==> src/rtl/ks_add_arbiter.sv <==
`timescale 1ns/1ps
// Round-robin arbiter sharing one 16-bit Kogge-Stone adder between requesters.
// Each requester keeps its own carry flag so chained adds can interleave.

module ks_add16 (
    input  logic [15:0] a,
    input  logic [15:0] b,
    input  logic        cin,
    output logic [15:0] sum,
    output logic        cout
);
    logic [15:0] p0;
    logic [15:0] g;
    logic [15:0] p;
    logic [15:0] gn;
    logic [15:0] pn;

    // Parallel-prefix carry tree; cin is folded into bit 0's generate.
    always_comb begin
        p0 = a ^ b;
        g = a & b;
        p = p0;
        g[0] = g[0] | (p0[0] & cin);
        for (int s = 0; s < 4; s++) begin
            gn = g;
            pn = p;
            for (int i = 0; i < 16; i++) begin
                if (i >= (1 << s)) begin
                    gn[i] = g[i] | (p[i] & g[i-(1<<s)]);
                    pn[i] = p[i] & p[i-(1<<s)];
                end
            end
            g = gn;
            p = pn;
        end
        sum = p0 ^ {g[14:0], cin};
        cout = g[15];
    end
endmodule

module ks_add_arbiter #(
    parameter int N_REQ = 4,
    parameter int W = 16
) (
    input  logic                          clk,
    input  logic                          rst,
    input  logic [N_REQ-1:0]              req_valid,
    output logic [N_REQ-1:0]              req_ready,
    input  logic [N_REQ*16-1:0]           req_a,
    input  logic [N_REQ*16-1:0]           req_b,
    input  logic [N_REQ-1:0]              req_cin,
    input  logic [N_REQ-1:0]              req_chain,
    output logic                          rsp_valid,
    input  logic                          rsp_ready,
    output logic [$clog2(N_REQ)-1:0]      rsp_id,
    output logic [15:0]                   rsp_sum,
    output logic                          rsp_cout
);
    localparam int IDW = $clog2(N_REQ);

    if (W != 16) begin : g_bad_width
        $error("ks_add_arbiter: W must be 16");
    end

    logic             rsp_valid_q, rsp_valid_d;
    logic [IDW-1:0]   rsp_id_q, rsp_id_d;
    logic [15:0]      rsp_sum_q, rsp_sum_d;
    logic             rsp_cout_q, rsp_cout_d;
    logic [N_REQ-1:0] carry_q, carry_d;
    logic [IDW-1:0]   rr_ptr_q, rr_ptr_d;

    logic             slot_free;
    logic             gnt;
    logic [IDW-1:0]   gnt_id;
    logic [15:0]      add_a, add_b;
    logic             add_cin;
    logic [15:0]      add_sum;
    logic             add_cout;

    // Rotating priority search starting at rr_ptr, only when the slot frees.
    always_comb begin
        slot_free = !rsp_valid_q | rsp_ready;
        gnt = 1'b0;
        gnt_id = '0;
        if (slot_free) begin
            for (int k = 0; k < N_REQ; k++) begin
                if (!gnt && req_valid[(int'(rr_ptr_q) + k) % N_REQ]) begin
                    gnt = 1'b1;
                    gnt_id = IDW'((int'(rr_ptr_q) + k) % N_REQ);
                end
            end
        end
        req_ready = gnt ? (N_REQ'(1) << gnt_id) : '0;
    end

    // Operand mux for the granted requester, with chained carry selection.
    always_comb begin
        add_a = req_a[int'(gnt_id)*16 +: 16];
        add_b = req_b[int'(gnt_id)*16 +: 16];
        add_cin = req_chain[gnt_id] ? carry_q[gnt_id] : req_cin[gnt_id];
    end

    ks_add16 u_add (
        .a    (add_a),
        .b    (add_b),
        .cin  (add_cin),
        .sum  (add_sum),
        .cout (add_cout)
    );

    // Next state for response register, carry flags and pointer.
    always_comb begin
        rsp_valid_d = rsp_valid_q;
        rsp_id_d = rsp_id_q;
        rsp_sum_d = rsp_sum_q;
        rsp_cout_d = rsp_cout_q;
        carry_d = carry_q;
        rr_ptr_d = rr_ptr_q;
        if (gnt) begin
            rsp_valid_d = 1'b1;
            rsp_id_d = gnt_id;
            rsp_sum_d = add_sum;
            rsp_cout_d = add_cout;
            carry_d[gnt_id] = add_cout;
            rr_ptr_d = (gnt_id == IDW'(N_REQ - 1)) ? '0 : gnt_id + 1'b1;
        end else if (rsp_ready) begin
            rsp_valid_d = 1'b0;
        end
    end

    // State registers with synchronous reset.
    always_ff @(posedge clk) begin
        if (rst) begin
            rsp_valid_q <= 1'b0;
            rsp_id_q <= '0;
            rsp_sum_q <= '0;
            rsp_cout_q <= 1'b0;
            carry_q <= '0;
            rr_ptr_q <= '0;
        end else begin
            rsp_valid_q <= rsp_valid_d;
            rsp_id_q <= rsp_id_d;
            rsp_sum_q <= rsp_sum_d;
            rsp_cout_q <= rsp_cout_d;
            carry_q <= carry_d;
            rr_ptr_q <= rr_ptr_d;
        end
    end

    assign rsp_valid = rsp_valid_q;
    assign rsp_id = rsp_id_q;
    assign rsp_sum = rsp_sum_q;
    assign rsp_cout = rsp_cout_q;
endmodule

==> config.mk <==
export PLATFORM = sky130hd
export DESIGN_NAME = ks_add_arbiter
export DESIGN_NICKNAME = d
export VERILOG_FILES = /design/src/rtl/ks_add_arbiter.sv
export SDC_FILE = /design/constraint.sdc
export NUM_CORES = 1
export LEC_CHECK = 0
export ABC_AREA = 1
export CORE_MARGIN = 2
export CORE_UTILIZATION = 35
export CTS_CLUSTER_DIAMETER = 200
export DETAILED_ROUTE_END_ITERATION = 7
export PLACE_DENSITY_LB_ADDON = 0.1
export SLEW_MARGIN = 10
export SYNTH_ARGS = -nofsm -noshare
export SYNTH_HDL_FRONTEND = slang
export SYNTH_SLANG_ARGS = --single-unit
==> constraint.sdc <==
create_clock -name clk -period 11.9 [get_ports clk]
set_input_delay 3.57 -clock clk [delete_from_list [all_inputs] [get_ports clk]]
set_output_delay 3.57 -clock clk [all_outputs]
set_load 0.05 [all_outputs]
==> results of run 1 <==
-- cells by family after synthesis --
family | count (synthesis)
AND/OR/NAND/NOR | 288
AO/OA/AOI/OAI | 119
buffers and inverters | 84
flip-flops | 26
adder cells (fa/ha/maj) | 21
XOR/XNOR | 9
-- synthesized netlist by cell type, types with 2 or more instances --
library cell	count	area [sq um]
sky130_fd_sc_hd__nand2_1	163	612
sky130_fd_sc_hd__nand3_1	60	300
sky130_fd_sc_hd__nor2_1	50	188
sky130_fd_sc_hd__inv_1	49	184
sky130_fd_sc_hd__o21ai_0	45	225
sky130_fd_sc_hd__a21oi_1	27	135
sky130_fd_sc_hd__dfxtp_1	26	521
sky130_fd_sc_hd__ha_1	19	238
sky130_fd_sc_hd__o22ai_1	15	93.8
sky130_fd_sc_hd__o21ai_1	14	70.1
sky130_fd_sc_hd__buf_2	13	65.1
sky130_fd_sc_hd__a31oi_1	8	50.1
sky130_fd_sc_hd__buf_6	6	67.6
sky130_fd_sc_hd__inv_2	6	22.5
sky130_fd_sc_hd__clkbuf_1	5	18.8
sky130_fd_sc_hd__nand2_2	5	31.3
sky130_fd_sc_hd__xnor2_1	5	43.8
sky130_fd_sc_hd__xor2_1	4	35.0
sky130_fd_sc_hd__a211oi_1	3	22.5
sky130_fd_sc_hd__buf_4	3	22.5
sky130_fd_sc_hd__nor2_2	3	18.8
sky130_fd_sc_hd__a221oi_1	2	17.5
sky130_fd_sc_hd__fa_1	2	40.0
-- worst reg2reg max path, cell delays in order, from the launching register on --
cell and delay [ps]:
sky130_fd_sc_hd__dfxtp_1 590, sky130_fd_sc_hd__inv_6 100, sky130_fd_sc_hd__nand2_1 100, sky130_fd_sc_hd__nand3_1 110
sky130_fd_sc_hd__nand2_2 130, sky130_fd_sc_hd__nor2_4 60, sky130_fd_sc_hd__nand3_2 80, sky130_fd_sc_hd__nand2_4 90
sky130_fd_sc_hd__inv_4 320, sky130_fd_sc_hd__nand2_8 340, sky130_fd_sc_hd__inv_2 200, sky130_fd_sc_hd__buf_4 510
sky130_fd_sc_hd__nand2_1 160, sky130_fd_sc_hd__nand2_1 90, sky130_fd_sc_hd__o21ai_1 80, sky130_fd_sc_hd__fa_1 410
sky130_fd_sc_hd__inv_1 90, sky130_fd_sc_hd__fa_1 210, sky130_fd_sc_hd__nand3_1 80, sky130_fd_sc_hd__nand2_1 110
sky130_fd_sc_hd__a21oi_1 160, sky130_fd_sc_hd__o21ai_0 320, sky130_fd_sc_hd__nand2_1 130, sky130_fd_sc_hd__nand2_1 120
sky130_fd_sc_hd__nand3_1 240, sky130_fd_sc_hd__a31oi_1 250
-- stage by stage --
| step | instances | area [sq um] | hold slack, ps |
|---|---|---|---|
| finish | 799 | 4870 | 483 |
| global route | 799 | 4870 | 514 |
| CTS | 799 | 4870 | 485 |
| detailed placement | 795 | 4800 | 471 |
| global placement | 795 | 4800 | 478 |
| floorplan | 547 | 3170 | 507 |
-- cell type report --
cell class                 instances  area, sq um
fill                             837         3890
multi-input combinational        437         2260
timing repair buffer             167         1670
sequential                        26          520
inverter                          57          221
tap                              108          135
clock buffer                       3         41.3
clock inverter                     1         30.0
-- flip-flops by register name, indices dropped and copies added, names as in the netlist --
signal	count
rsp_valid	1
rsp_id	2
rr_ptr_q	2
rsp_sum	16
carry_q	4
rsp_cout	1
-- final timing paths --
check	slack [ps]	to	from	cells after the start
worst max-delay path	1680	req_ready[1]	req_valid[3]	15
worst max register to register	6750	carry_q[3]	rr_ptr_q[0]	25
worst min-delay path	480	rsp_id[0]	rsp_id[0]	2
worst min register to register	480	rsp_id[0]	rsp_id[0]	2
-- per-layer routing --
layer  up-vias  track usage [%]  routed length, um
li1       2084                -                  -
met3        10             4.08                901
met4         0             4.11                 99
met2       154             34.5               4680
met5         -                0                  0
met1      1763             29.3               4890
==> results list, run 1 <==
- Outcome: completed
- Critical path's largest stage delay: approximately 800 ps
- The area growth from synthesis to layout is 53.6%.
* I/O Buffers: 166
- Unique masters post-synth: 37
- Walking the worst path, the cells encountered are clkdlybuf4s50_1, inv_1, nand2_1, nand3_1, nand2_2, nor2_4, nand3_2, nand2_4, inv_4, nand2_8, inv_2, ha_1, nand2_1, inv_1, clkdlybuf4s50_1.
* Worst-case clock skew: ~7.2 ps
- Number of enable-type register cells in the synthesized netlist: 0
* Most common cell after layout, fill and taps aside: sky130_fd_sc_hd__clkdlybuf4s50_1
* ANT cells: 0
- CTS H-Tree Depth: 1
- The post-route netlist has under 10% of its cells at a drive strength greater than 1.
- Vias in the first global route: between 3000 and 4000
- The first global-routing pass estimated around 18000 um of wire.
- Place WS: around 1700 ps
- RSZ-0062 raised after global routing: false
* Effective utilization at floorplan: ~36%
- STA classifies the critical path startpoint as an input port.
* Worst path buffer plus inverter count: 6
* Commonest cells after routing, fill and taps aside: sky130_fd_sc_hd__clkdlybuf4s50_1 (166), sky130_fd_sc_hd__nand2_1 (163), sky130_fd_sc_hd__nand3_1 (60), sky130_fd_sc_hd__nor2_1 (50), sky130_fd_sc_hd__inv_1 (49)
* Chip height: between 90 and 100 um
- Timing would allow up to about 98 MHz.
- IO Pins: 167
- Die Width: around 100 um
- Post-Synthesis Net Count: between 700 and 800
* TritonCTS clock tree: yes
* Drt via density: approximately 5
- Final number of max-transition violations: 0
- Clock-pin slew was measured on the worst setup and hold paths at 90 ps.
- At the end of routability-driven placement, the weighted congestion stood at slightly above 0.8.
* Sum of negative setup slack: 0 ps
- The number of gates resized after CTS was 0.
- Detailed routing inserted a total of 4011 vias.
- After detailed routing, the average wire length per cell comes to roughly 13 um.
- At the pin with the least slew margin, the transition time is ~910 ps.
* Overflow after GRT: 0
- The cell area that synthesis handed to floorplanning was 0.00317 sq mm.
- WP data required: around 8300 ps
- Number of setup buffers added after CTS: 0
* Std-Cell Core Area: between 0.008 and 0.009 sq mm
- Of the post-synthesis cell area, the part taken by muxes is 0%.
- Slowest cell on crit path: sky130_fd_sc_hd__clkdlybuf4s50_1
- Tmin final: approximately 10000 ps
- FF+latch count, synth: 26
- Data on the critical path arrives at its endpoint at between 6000 and 7000 ps.
- Post-CTS Hold Fix Bufs: 0
* Ys async rst share: 0%
- The clock passes through at most 2 buffers.
- The worst pin sits at a relative slew slack of between 30% and 40%.
- Standard-cell rows: 34
- Yosys printed 0 warnings.
- In this run the worst path has a maximum fanout of just over 70.
- Number of max-cap violations: 0
- The initial antenna violation count came to 0.
- In this design, the largest share of critical-path delay is due to buffers and inverters.
* Final wirelength: 10600 um
- The critical path is of the input port to output pin type.
* Post-Synth Adder-Cell Area: 8.76%
* Clock latency on the worst-skew pair: around 270 ps
- The final hold violation count is 0.
* # setup viols final: 0
- Clock sink count: 26
* Share of the cycle needed by the critical path after routing: a little under nine tenths
- In the post-route analysis, the smallest setup slack over all paths is ~1700 ps.
* Die area: 0.00984 sq mm
* Final HPWL from detailed placement: roughly 8600 um
* Antenna-violating nets left: 0
* Post-Synthesis Cells: between 500 and 600
- A synthesized cell averages 5.80 sq um.
- Main combinational cell family by area after synthesis: simple AND/OR/NAND/NOR gates
* Sort of element at the end of the critical path: output pin
- After synthesis, flip-flops and latches occupy between 10% and 20% of the total area.
- The path class of the tightest hold or removal check is flip-flop to flip-flop.
* Number of DRC violations after detailed-routing iteration 0: 127
- Once layout is complete, the utilization of the core stands at 55.6%.
* Primary flip-flop cell chosen by synthesis mapping: sky130_fd_sc_hd__dfxtp_1
- Post-synthesis simple-gate area fraction: 38.9%
- Num CTS Buffers: 3
- For this run, design rule violations remaining after detail routing come to 0.
* Clock root cell: sky130_fd_sc_hd__clkbuf_8
- Pin count of the biggest net entering global routing: between 70 and 80
* Post-synthesis xor/xnor area fraction: under 10%
- The first TritonRoute pass finished after 5 iterations.
- Global routing used 21.2% of the available tracks.
* Share of the synthesized area in compound gates (AO/OA/AOI/OAI): 21.0%
- The final layout contains ~860 nets.
Power of run 1 is not shown: default switching activity piles up to over one toggle a cycle in this logic, so the estimate is an artifact.
==> inputs of run 2 (changes only) <==
--- a/config.mk
+++ b/config.mk
@@ -6,11 +6,12 @@
 export NUM_CORES = 1
 export LEC_CHECK = 0
 export ABC_AREA = 1
-export CORE_MARGIN = 2
 export CORE_UTILIZATION = 35
 export CTS_CLUSTER_DIAMETER = 200
+export CTS_CLUSTER_SIZE = 16
 export DETAILED_ROUTE_END_ITERATION = 7
 export PLACE_DENSITY_LB_ADDON = 0.1
+export RECOVER_POWER = 50
 export SLEW_MARGIN = 10
 export SYNTH_ARGS = -nofsm -noshare
 export SYNTH_HDL_FRONTEND = slang
==> results list, run 2 (synthesized netlist as in run 1, its figures left out) <==
- The run finished with clean final reports.
- Std-Cell Core Area: slightly below 0.009 sq mm
- Share of the cycle needed by the critical path after routing: between 80% and 90%
- STA puts the critical path data arrival time at between 6000 and 7000 ps.
- Final cell count without fillers: around 800
* Maximum root-to-sink buffer count: 2
* Vias in the first global route: approximately 3800
- Sum of negative setup slack: 0 ps
- Initial DRT Pass Iterations: 4
- Total DRC errors in the routed layout: 0
- For this run, the top clock speed supported by timing is 96.2 MHz.
* Post-place instance area: ~0.0048 sq mm
- Tmin final: between 10000 and 15000 ps
* Crit-path max FO: 72
- Area growth syn-to-layout: 53.3%
* Overall track demand over capacity in global routing: 22.1%
- The register with the most flip-flops in the layout has 16 of them.
* Number of antenna violations at the first check in global routing: 0
- Counting every sink on the clock net gives 26.
- STA classifies the critical path startpoint as an input port.
- Final design area excluding fillers: 0.00486 sq mm
* I/O Buffers: between 150 and 200
- For this run the aggregate overflow at the end of global routing stands at 0.
* Sort of element at the end of the critical path: output pin
- The library cell used most frequently in the layout, excluding fill and tap cells, is sky130_fd_sc_hd__nand2_1.
- The top cell types in the final layout, fill and taps aside, are sky130_fd_sc_hd__nand2_1 (163), sky130_fd_sc_hd__clkdlybuf4s50_1 (146), sky130_fd_sc_hd__nand3_1 (61), sky130_fd_sc_hd__nor2_1 (51), sky130_fd_sc_hd__inv_1 (49).
* Final HPWL from detailed placement: around 9000 um
- In this run the number of H-tree levels came out at 1.
- Antenna-violating nets left: 0
- The die covers around 0.0094 sq mm.
- In this run the critical register-to-register path is launched from rr_ptr_q[0].
* Post-CTS Hold Fix Bufs: 0
- Num CTS Buffers: 3
- The final hold violation count is 0.
- In the final layout, the share of cells above drive strength 1 is under 10%.
- Number of max-cap violations: 0
* IO Pins: 167
* Clock-pin slew on the worst setup and hold paths: about 90 ps
- Chip height: between 90 and 100 um
- RSZ-0062 raised after global routing: false
- Total Nets Final: between 800 and 900
- In the final layout, flip-flops and latches occupy 520 sq um.
- The floorplan has 34 rows.
- Once placement completed, the tool counted placed cells totaling around 800.
- Multi-input combinational cell area: approximately 0.0022 sq mm
- Wire length of the first global-routing pass: approximately 17000 um
* WP data required: approximately 8300 ps
* Drt via density: 5.00
* Final number of max-transition violations: 0
- Detailed routing inserted a total of about 4000 vias.
- ANT cells: 0
* Clock root cell: sky130_fd_sc_hd__clkbuf_8
- Once the floorplan was initialized, standard cells occupied 36.2% of the core.
- Number of fill cells: roughly 880
- Entering global routing, the biggest net connects 73 pins.
- Final wirelength: between 10000 and 15000 um
- The most critical setup path has its startpoint at req_valid[1].
* Die Width: about 97 um
- TritonCTS built the clock tree.
- The congestion estimate from routability-driven global placement came to between 0.8 and 0.9.
- The path class of the tightest hold or removal check is flip-flop to flip-flop.
* Launch instance of the worst min-delay path: rsp_id[1]
- The worst pin sits at a relative slew slack of between 30% and 40%.
- Detailed-route wire length per cell: 13.5 um
- For the worst-skew pair, the clock arrives at the later sink with an insertion delay of around 270 ps.
- Across the routed clock network, the largest skew measured is just over 10 ps.
- Setup violations remaining at the end of the flow were counted as 0.
* Number of instances resized during post-cts repair: 0
* Worst hold-check slack: 483 ps
- Number of setup buffers added after CTS: 0
- The first routing iteration left between 100 and 150 violations.
- Kind of critical path: input port to output pin
- Worst slew pin tran: around 930 ps
[run 2: changes by cell type in the layout (fill, tap and decap cells not counted), sizes merged]
cell	previous run	this run
clkdlybuf4s50	166	146
dlygate4sd3	0	20
[run 2: per-layer routing]
layer  global-route usage, %  vias up  wire length (um)
li1                        -     2092                 -
met1                    28.3     1758              4870
met2                    38.4      141              5040
met3                    4.75        5               826
met4                    3.33        0                48
met5                       0        -                 0
[run 2: final timing paths]
| path | depth (start not counted) | end | slack [ps] |
|---|---|---|---|
| worst min-delay path | 2 | rsp_id[1] | 480 |
| worst min register to register | 2 | rsp_id[1] | 480 |
| worst max register to register | 25 | carry_q[2] | 6630 |
| worst max-delay path | 15 | req_ready[3] | 1510 |
[run 2: per-stage QoR]
step / util, % / setup WS (ps)
final: 55.5 / 1510
after global routing: 55.5 / 1310
after CTS: 55.6 / 1610
after detailed placement: 54.8 / 1630
after global placement: 54.8 / 1740
after floorplan: - / 3210
[run 2: layout make-up]
| cell class | instances | share of cell area (%) |
|---|---|---|
| Clock buffer | 3 | 0.849 |
| Multi-Input combinational cell | 437 | 46.2 |
| Clock inverter | 1 | 0.618 |
| Inverter | 57 | 4.56 |
| Tap cell | 108 | 2.78 |
| Sequential cell | 26 | 10.7 |
| Timing Repair Buffer | 167 | 34.3 |
[run 2: critical path: stages]
cell                              delay (ps)
sky130_fd_sc_hd__clkdlybuf4s50_1         480
sky130_fd_sc_hd__inv_1                    60
sky130_fd_sc_hd__nand2_1                  70
sky130_fd_sc_hd__nand3_1                 150
sky130_fd_sc_hd__nand2_2                 130
sky130_fd_sc_hd__nor2_1                   90
sky130_fd_sc_hd__nand3_1                 140
sky130_fd_sc_hd__nand2_4                 100
sky130_fd_sc_hd__inv_4                   330
sky130_fd_sc_hd__nand2_8                 340
sky130_fd_sc_hd__inv_2                   200
sky130_fd_sc_hd__ha_1                    160
sky130_fd_sc_hd__nand2_1                  50
sky130_fd_sc_hd__inv_1                   100
sky130_fd_sc_hd__clkdlybuf4s50_1         820
Power of run 2 is left out for the same reason.
==> inputs of run 3 (changes only) <==
--- a/config.mk
+++ b/config.mk
@@ -12,7 +12,6 @@
 export DETAILED_ROUTE_END_ITERATION = 7
 export PLACE_DENSITY_LB_ADDON = 0.1
 export RECOVER_POWER = 50
-export SLEW_MARGIN = 10
 export SYNTH_ARGS = -nofsm -noshare
 export SYNTH_HDL_FRONTEND = slang
 export SYNTH_SLANG_ARGS = --single-unit
==> results of run 3 <==
Final layout, timing and power as in run 2 (identical DEF).
Power of run 3 is left out for the same reason.
